<file path="src/rtl/div_pkg.sv">
// Shared definitions for the iterative divider.
//   RegBusW           : architectural register width
//   div_state_e       : divider FSM states (encodings fixed for the HI/LO path)
//   DivResultReady/NotReady : ready_o levels
package div_pkg;

  localparam int unsigned RegBusW = 32;

  typedef enum logic [1:0] {
    DivFree   = 2'b00,
    DivByZero = 2'b01,
    DivOn     = 2'b10,
    DivEnd    = 2'b11
  } div_state_e;

  localparam logic DivResultReady    = 1'b1;
  localparam logic DivResultNotReady = 1'b0;

endpackage

</file>
<file path="src/rtl/div_step.sv">
// One radix-2 restoring division step (combinational).
//   i_rem      : partial remainder before the step
//   i_dividend : dividend shift register (quotient bits fill in from the LSB)
//   i_divisor  : unsigned divisor magnitude
//   o_rem      : partial remainder after the step
//   o_dividend : shifted dividend with the new quotient bit in bit 0
module div_step #(
  parameter int unsigned DATA_W = 32
) (
  input  logic [DATA_W-1:0] i_rem,
  input  logic [DATA_W-1:0] i_dividend,
  input  logic [DATA_W-1:0] i_divisor,
  output logic [DATA_W-1:0] o_rem,
  output logic [DATA_W-1:0] o_dividend
);

  logic [DATA_W:0]   w_shift;
  logic [DATA_W-1:0] w_diff;
  logic              w_ge;

  // Compare on DATA_W+1 bits; after a subtract the result is below the divisor,
  // so only the low DATA_W bits of the difference are ever kept.
  assign w_shift    = {i_rem, i_dividend[DATA_W-1]};
  assign w_ge       = (w_shift >= {1'b0, i_divisor});
  assign w_diff     = w_shift[DATA_W-1:0] - i_divisor;
  assign o_rem      = w_ge ? w_diff : w_shift[DATA_W-1:0];
  assign o_dividend = {i_dividend[DATA_W-2:0], w_ge};

endmodule

</file>
<file path="src/rtl/div.sv">
// Multi-cycle radix-2 restoring divider for DIV/DIVU beside the execute stage.
//   clk          : system clock
//   rst          : synchronous active-high reset
//   signed_div_i : 1 = signed DIV, 0 = DIVU
//   opdata1_i    : dividend
//   opdata2_i    : divisor
//   start_i      : request, held until ready_o is seen
//   annul_i      : cancel, has priority over start_i
//   result_o     : {remainder, quotient}, registered
//   ready_o      : result valid, registered
// Optional: define DIV_EARLY_OUT_EN to finish at once when |dividend| < |divisor|.
module div
  import div_pkg::*;
#(
  parameter int unsigned DATA_W = RegBusW
) (
  input  logic                clk,
  input  logic                rst,
  input  logic                signed_div_i,
  input  logic [DATA_W-1:0]   opdata1_i,
  input  logic [DATA_W-1:0]   opdata2_i,
  input  logic                start_i,
  input  logic                annul_i,
  output logic [2*DATA_W-1:0] result_o,
  output logic                ready_o
);

  localparam int unsigned CntW = $clog2(DATA_W);

  div_state_e          r_state, w_state_nxt;
  logic [CntW-1:0]     r_cnt, w_cnt_nxt;
  logic [DATA_W-1:0]   r_dividend, w_dividend_nxt;
  logic [DATA_W-1:0]   r_divisor, w_divisor_nxt;
  logic [DATA_W-1:0]   r_rem, w_rem_nxt;
  logic                r_neg_quot, w_neg_quot_nxt;
  logic                r_neg_rem, w_neg_rem_nxt;
  logic [2*DATA_W-1:0] r_result, w_result_nxt;
  logic                r_ready, w_ready_nxt;

  logic [DATA_W-1:0]   w_op1_abs, w_op2_abs;
  logic [DATA_W-1:0]   w_step_rem, w_step_dividend;
  logic [DATA_W-1:0]   w_quot_fin, w_rem_fin;
  logic                w_early;

  assign w_op1_abs = (signed_div_i && opdata1_i[DATA_W-1]) ? ('0 - opdata1_i) : opdata1_i;
  assign w_op2_abs = (signed_div_i && opdata2_i[DATA_W-1]) ? ('0 - opdata2_i) : opdata2_i;

`ifdef DIV_EARLY_OUT_EN
  assign w_early = (w_op1_abs < w_op2_abs);
`else
  assign w_early = 1'b0;
`endif

  div_step #(
    .DATA_W (DATA_W)
  ) u_div_step (
    .i_rem      (r_rem),
    .i_dividend (r_dividend),
    .i_divisor  (r_divisor),
    .o_rem      (w_step_rem),
    .o_dividend (w_step_dividend)
  );

  // Sign correction on the final step: quotient negative when signs differ,
  // remainder follows the dividend. 0x80000000 / -1 wraps back to 0x80000000.
  assign w_quot_fin = r_neg_quot ? ('0 - w_step_dividend) : w_step_dividend;
  assign w_rem_fin  = r_neg_rem  ? ('0 - w_step_rem)      : w_step_rem;

  always_comb begin
    w_state_nxt    = r_state;
    w_cnt_nxt      = r_cnt;
    w_dividend_nxt = r_dividend;
    w_divisor_nxt  = r_divisor;
    w_rem_nxt      = r_rem;
    w_neg_quot_nxt = r_neg_quot;
    w_neg_rem_nxt  = r_neg_rem;
    w_result_nxt   = r_result;
    w_ready_nxt    = r_ready;

    case (r_state)
      DivFree: begin
        w_ready_nxt  = DivResultNotReady;
        w_result_nxt = '0;
        if (start_i && !annul_i) begin
          if (opdata2_i == '0) begin
            w_state_nxt = DivByZero;
          end else if (w_early) begin
            w_state_nxt  = DivEnd;
            w_result_nxt = {opdata1_i, {DATA_W{1'b0}}};
            w_ready_nxt  = DivResultReady;
          end else begin
            w_state_nxt    = DivOn;
            w_cnt_nxt      = '0;
            w_dividend_nxt = w_op1_abs;
            w_divisor_nxt  = w_op2_abs;
            w_rem_nxt      = '0;
            w_neg_quot_nxt = signed_div_i & (opdata1_i[DATA_W-1] ^ opdata2_i[DATA_W-1]);
            w_neg_rem_nxt  = signed_div_i & opdata1_i[DATA_W-1];
          end
        end
      end

      DivOn: begin
        if (annul_i) begin
          w_state_nxt  = DivFree;
          w_ready_nxt  = DivResultNotReady;
          w_result_nxt = '0;
        end else begin
          w_rem_nxt      = w_step_rem;
          w_dividend_nxt = w_step_dividend;
          w_cnt_nxt      = r_cnt + CntW'(1);
          if (r_cnt == CntW'(DATA_W - 1)) begin
            w_state_nxt  = DivEnd;
            w_result_nxt = {w_rem_fin, w_quot_fin};
            w_ready_nxt  = DivResultReady;
          end
        end
      end

      // Zero divisor reaches DivEnd with ready low; DivEnd raises it one edge later.
      DivByZero: begin
        w_result_nxt = '0;
        w_ready_nxt  = DivResultNotReady;
        w_state_nxt  = annul_i ? DivFree : DivEnd;
      end

      DivEnd: begin
        if (annul_i || !start_i) begin
          w_state_nxt  = DivFree;
          w_ready_nxt  = DivResultNotReady;
          w_result_nxt = '0;
        end else begin
          w_ready_nxt = DivResultReady;
        end
      end

      default: begin
        w_state_nxt  = DivFree;
        w_ready_nxt  = DivResultNotReady;
        w_result_nxt = '0;
      end
    endcase
  end

  always_ff @(posedge clk) begin
    if (rst) begin
      r_state    <= DivFree;
      r_cnt      <= '0;
      r_dividend <= '0;
      r_divisor  <= '0;
      r_rem      <= '0;
      r_neg_quot <= 1'b0;
      r_neg_rem  <= 1'b0;
      r_result   <= '0;
      r_ready    <= DivResultNotReady;
    end else begin
      r_state    <= w_state_nxt;
      r_cnt      <= w_cnt_nxt;
      r_dividend <= w_dividend_nxt;
      r_divisor  <= w_divisor_nxt;
      r_rem      <= w_rem_nxt;
      r_neg_quot <= w_neg_quot_nxt;
      r_neg_rem  <= w_neg_rem_nxt;
      r_result   <= w_result_nxt;
      r_ready    <= w_ready_nxt;
    end
  end

  assign result_o = r_result;
  assign ready_o  = r_ready;

endmodule

</file>
<file path="config.mk">
export PLATFORM = sky130hd
export DESIGN_NAME = div
export DESIGN_NICKNAME = d
export VERILOG_FILES = /design/src/rtl/div_pkg.sv /design/src/rtl/div_step.sv /design/src/rtl/div.sv
export SDC_FILE = /design/constraint.sdc
export NUM_CORES = 1
export LEC_CHECK = 0
export BUFFER_PORTS_ARGS = -buffer_cell sky130_fd_sc_hd__buf_2
export CAP_MARGIN = 10
export CORE_MARGIN = 2
export CORE_UTILIZATION = 47
export DETAILED_ROUTE_END_ITERATION = 7
export GPL_TIMING_DRIVEN = 0
export PLACE_DENSITY = 0.66
export SKIP_CTS_REPAIR_TIMING = 1
export SLEW_MARGIN = 20
export SYNTH_ARGS = -nofsm -noshare
export SYNTH_HDL_FRONTEND = slang
export SYNTH_HIERARCHICAL = 1
export SYNTH_SLANG_ARGS = --single-unit
</file>
<file path="constraint.sdc">
create_clock -name clk -period 9.73 [get_ports clk]
set_input_delay 0.4865 -clock clk [delete_from_list [all_inputs] [get_ports clk]]
set_output_delay 0.4865 -clock clk [all_outputs]
set_load 0.05 [all_outputs]
</file>
==> flow_summary.json <==
{
  "place.gp.congestion": 0.960,
  "totalNegativeSetupSlack_ps": 0,
  "finalWorstPathRequiredPeriod_ps": 6080,
  "clockBufferDepth": 2,
  "ys_ff_latch": 170,
  "wl_per_cell_um": 18.2,
  "fin_total_pwr_uw": 3400,
  "cts_buffers": 17,
  "synth-edff-count": 0,
  "cts_root_buf": "clkbuf_16",
  "rsz0062_at_grt": "false",
  "hold_viol_final": 0,
  "grt_pass1_vias": 10600,
  "start_util_pct": 47.6,
  "finish.net_count": 1748,
  "vias": 11300,
  "synthAdderAreaFrac_pct": 4.65,
  "yosysUniqueCellTypes": 71,
  "rr_endpoint": "result_o[63]",
  "skew_ps": 14.5,
  "core_um2": 24100,
  "worstPathCellList": "inv_1, ha_1, clkbuf_1, nand4_1, nor3_1, o211ai_1, nor4b_4, o21ai_2, a31oi_4, o21a_4, inv_2, buf_6, mux2_2, or4_1, nor4_1, nand4_1, o41ai_1, xor2_1, o21ai_1",
  "design.die.area_um2": 25700,
  "period_share_pct": 62.5,
  "crit_top_cell": "nand4_1",
  "drt_iter0_drc": 704,
  "dr.pass1.iters": 5,
  "min_from": "opdata2_i[0]",
  "ys.flop_type": "dfxtp_1",
  "cts.sinks": 170,
  "avgSynthCellArea_um2": 7.72,
  "placed_cell_area_um2": 12500,
  "min_to": "r_divisor[0]",
  "grt_pass1_wl_um": 56900,
  "cp_data_arrival_time_ps": 6380,
  "hp-class": "input port to register",
  "drive_gt1_share_pct": 15.8,
  "via_per_inst": 5.70,
  "globalRouteTotalUtil_pct": 28.0,
  "synth_xor_area_share_pct": 11.0,
  "setup_violations": 0,
  "synth_compound_area_share_pct": 22.1,
  "netlist_area_um2": 11500,
  "p_leak_uw": 0.00521,
  "relSlewSlack_pct": 24.1,
  "clkTransAtPathRegs_ps": 70,
  "hpwl_um": 28700,
  "required_ps": 10030,
  "cts_tree": "yes",
  "cpMaxStageDelayCell": "nor4_1",
  "ir_drop_mv": 0.134,
  "stdcell_area_um2": 13100,
  "reg2reg_from": "r_divisor[10]",
  "htree_levels": 4,
  "io_pins": 134,
  "regToRegSetupSlack_ps": 3650,
  "area_growth_pct": 14.4,
  "die_y_um": 160,
  "fmax_mhz": 165,
  "maxCapViolations": 0,
  "drt-total-wl_um": 35900,
  "status": "completed",
  "worstSetupPathType": "register to register",
  "netlist_instances": 1486,
  "antenna_found_initial": 0,
  "antenna_cells": 0,
  "row_count": 57,
  "route.detailed.drc": 0,
  "cpPeakStageDelay_ps": 880,
  "clk_latency_ps": 450,
  "slew_viol_final": 0,
  "cp-end-kind": "register",
  "grt_max_degree": 19,
  "p_per_area_nw_per_um2": 259,
  "die_w_um": 160,
  "hold_depth": 3,
  "yosysSeqAreaShare_pct": 29.7,
  "crit_path_max_fanout": 10,
  "syn-num-nets": 1597,
  "reg2reg_depth": 19,
  "yosysWarnings": 6,
  "ant_nets": 0,
  "synthArstFlopShare_pct": 0,
  "grt_overflow": 0,
  "max_slew.worst_pin.slew_ps": 1130,
  "critPathLaunchType": "register",
  "synth_top_family_by_area": "compound AO/OA/AOI/OAI gates",
  "synth.area.mux_share_pct": 3.84,
  "portBuffers": 132,
  "yosys.area_share.simple_pct": 21.5
}
==> area by class of cell <==
class / count / area, µm²
fillers: 2410 / 11000
clock buffers: 18 / 429
well taps: 324 / 405
plain buffers: 122 / 618
flip-flops and latches: 170 / 3400
multi-input cells: 1136 / 7230
clock inverters: 14 / 154
inverters: 58 / 218
repair buffers: 132 / 661
==> worst max-delay path by stage <==
stage	start	cells after the start	end	slack, ps
floorplan	r_divisor[10]	19	result_o[63]	5300
global placement	r_divisor[10]	19	result_o[63]	3810
detailed placement	r_divisor[10]	19	result_o[63]	3770
CTS	r_divisor[10]	19	result_o[63]	3740
global route	r_divisor[10]	19	result_o[63]	3370
finish	r_divisor[10]	19	result_o[63]	3650
==> metal layers <==
metal  GRT usage (%)  routed length, µm  vias up
li1                -                  -     5572
met1            35.3              15200     5273
met2            48.0              17200      335
met3            3.30               2030       71
met4            13.2               1560        0
met5               0                  0        -
==> per-stage QoR <==
| stage | std cells | setup WS [ps] | hold slack (ps) | utilization (%) |
|---|---|---|---|---|
| floorplan | 1486 | 5300 | 432 | - |
| global placement | 1942 | 3810 | 430 | 52.0 |
| detailed placement | 1942 | 3770 | 436 | 52.0 |
| CTS | 1974 | 3740 | 347 | 54.4 |
| global route | 1974 | 3370 | 368 | 54.4 |
| finish | 1974 | 3650 | 347 | 54.4 |
==> state kept, by name, indices dropped and copies added (netlist names) <==
name / count
r_cnt: 5
r_dividend: 32
r_divisor: 32
r_neg_quot: 1
r_neg_rem: 1
r_rem: 32
r_state: 2
ready_o: 1
result_o: 64
==> power breakdown <==
part | internal (µW) | switching, µW | total (µW)
Sequential | 784 | 47.3 | 831
Combinational | 662 | 1220 | 1880
Clock | 346 | 340 | 686
Total | 1790 | 1600 | 3400
==> Yosys cell counts (24+ instances only) <==
master | n | area (µm²)
nor2_1 | 99 | 372
o21ai_0 | 86 | 430
clkbuf_1 | 70 | 263
inv_1 | 57 | 214
xor2_1 | 99 | 867
a211oi_1 | 34 | 255
ha_1 | 41 | 513
nand2_1 | 194 | 728
xnor2_1 | 45 | 394
nand3_1 | 52 | 260
buf_4 | 32 | 240
dfxtp_1 | 170 | 3400
nor4_1 | 24 | 150
o31ai_1 | 31 | 233
nor3_1 | 31 | 155
a21oi_1 | 116 | 581
==> logic make-up after synthesis <==
family                   after synthesis
AND/OR/NAND/NOR                      514
AO/OA/AOI/OAI                        399
buffers and inverters                180
flip-flops                           170
XOR/XNOR                             144
adder cells (fa/ha/maj)               42
multiplexers                          37
==> critical path: cells and delay by family, from the launching register on <==
kind                     cells  cell delay, ps
buffers and inverters        4             520
multiplexers                 1             390
XOR/XNOR                     1             190
adder cells (fa/ha/maj)      1             260
flip-flops                   1             340
AO/OA/AOI/OAI                6            1330
AND/OR/NAND/NOR              6            2890
==> layout by cell type (no fill, tap or decap), types with 18 or more instances in the layout <==
| master | netlist | final |
|---|---|---|
| clkbuf_1 | 70 | 71 |
| dfxtp_1 | 170 | 170 |
| o41ai_1 | 23 | 23 |
| o21ai_0 | 86 | 86 |
| o31ai_1 | 31 | 31 |
| buf_4 | 32 | 32 |
| nand2b_1 | 21 | 21 |
| ha_1 | 41 | 41 |
| a211oi_1 | 34 | 34 |
| nor4_1 | 24 | 23 |
| nand2_1 | 194 | 194 |
| or4_1 | 18 | 18 |
| xnor2_1 | 45 | 45 |
| o211ai_1 | 18 | 18 |
| nand3_1 | 52 | 52 |
| nor2_1 | 99 | 99 |
| inv_1 | 57 | 57 |
| buf_2 | 13 | 145 |
| mux2_2 | 20 | 20 |
| nand4_1 | 18 | 18 |
| a21oi_1 | 116 | 116 |
| nor3_1 | 31 | 31 |
| xor2_1 | 99 | 99 |
Power figures use the tool's default switching activity.
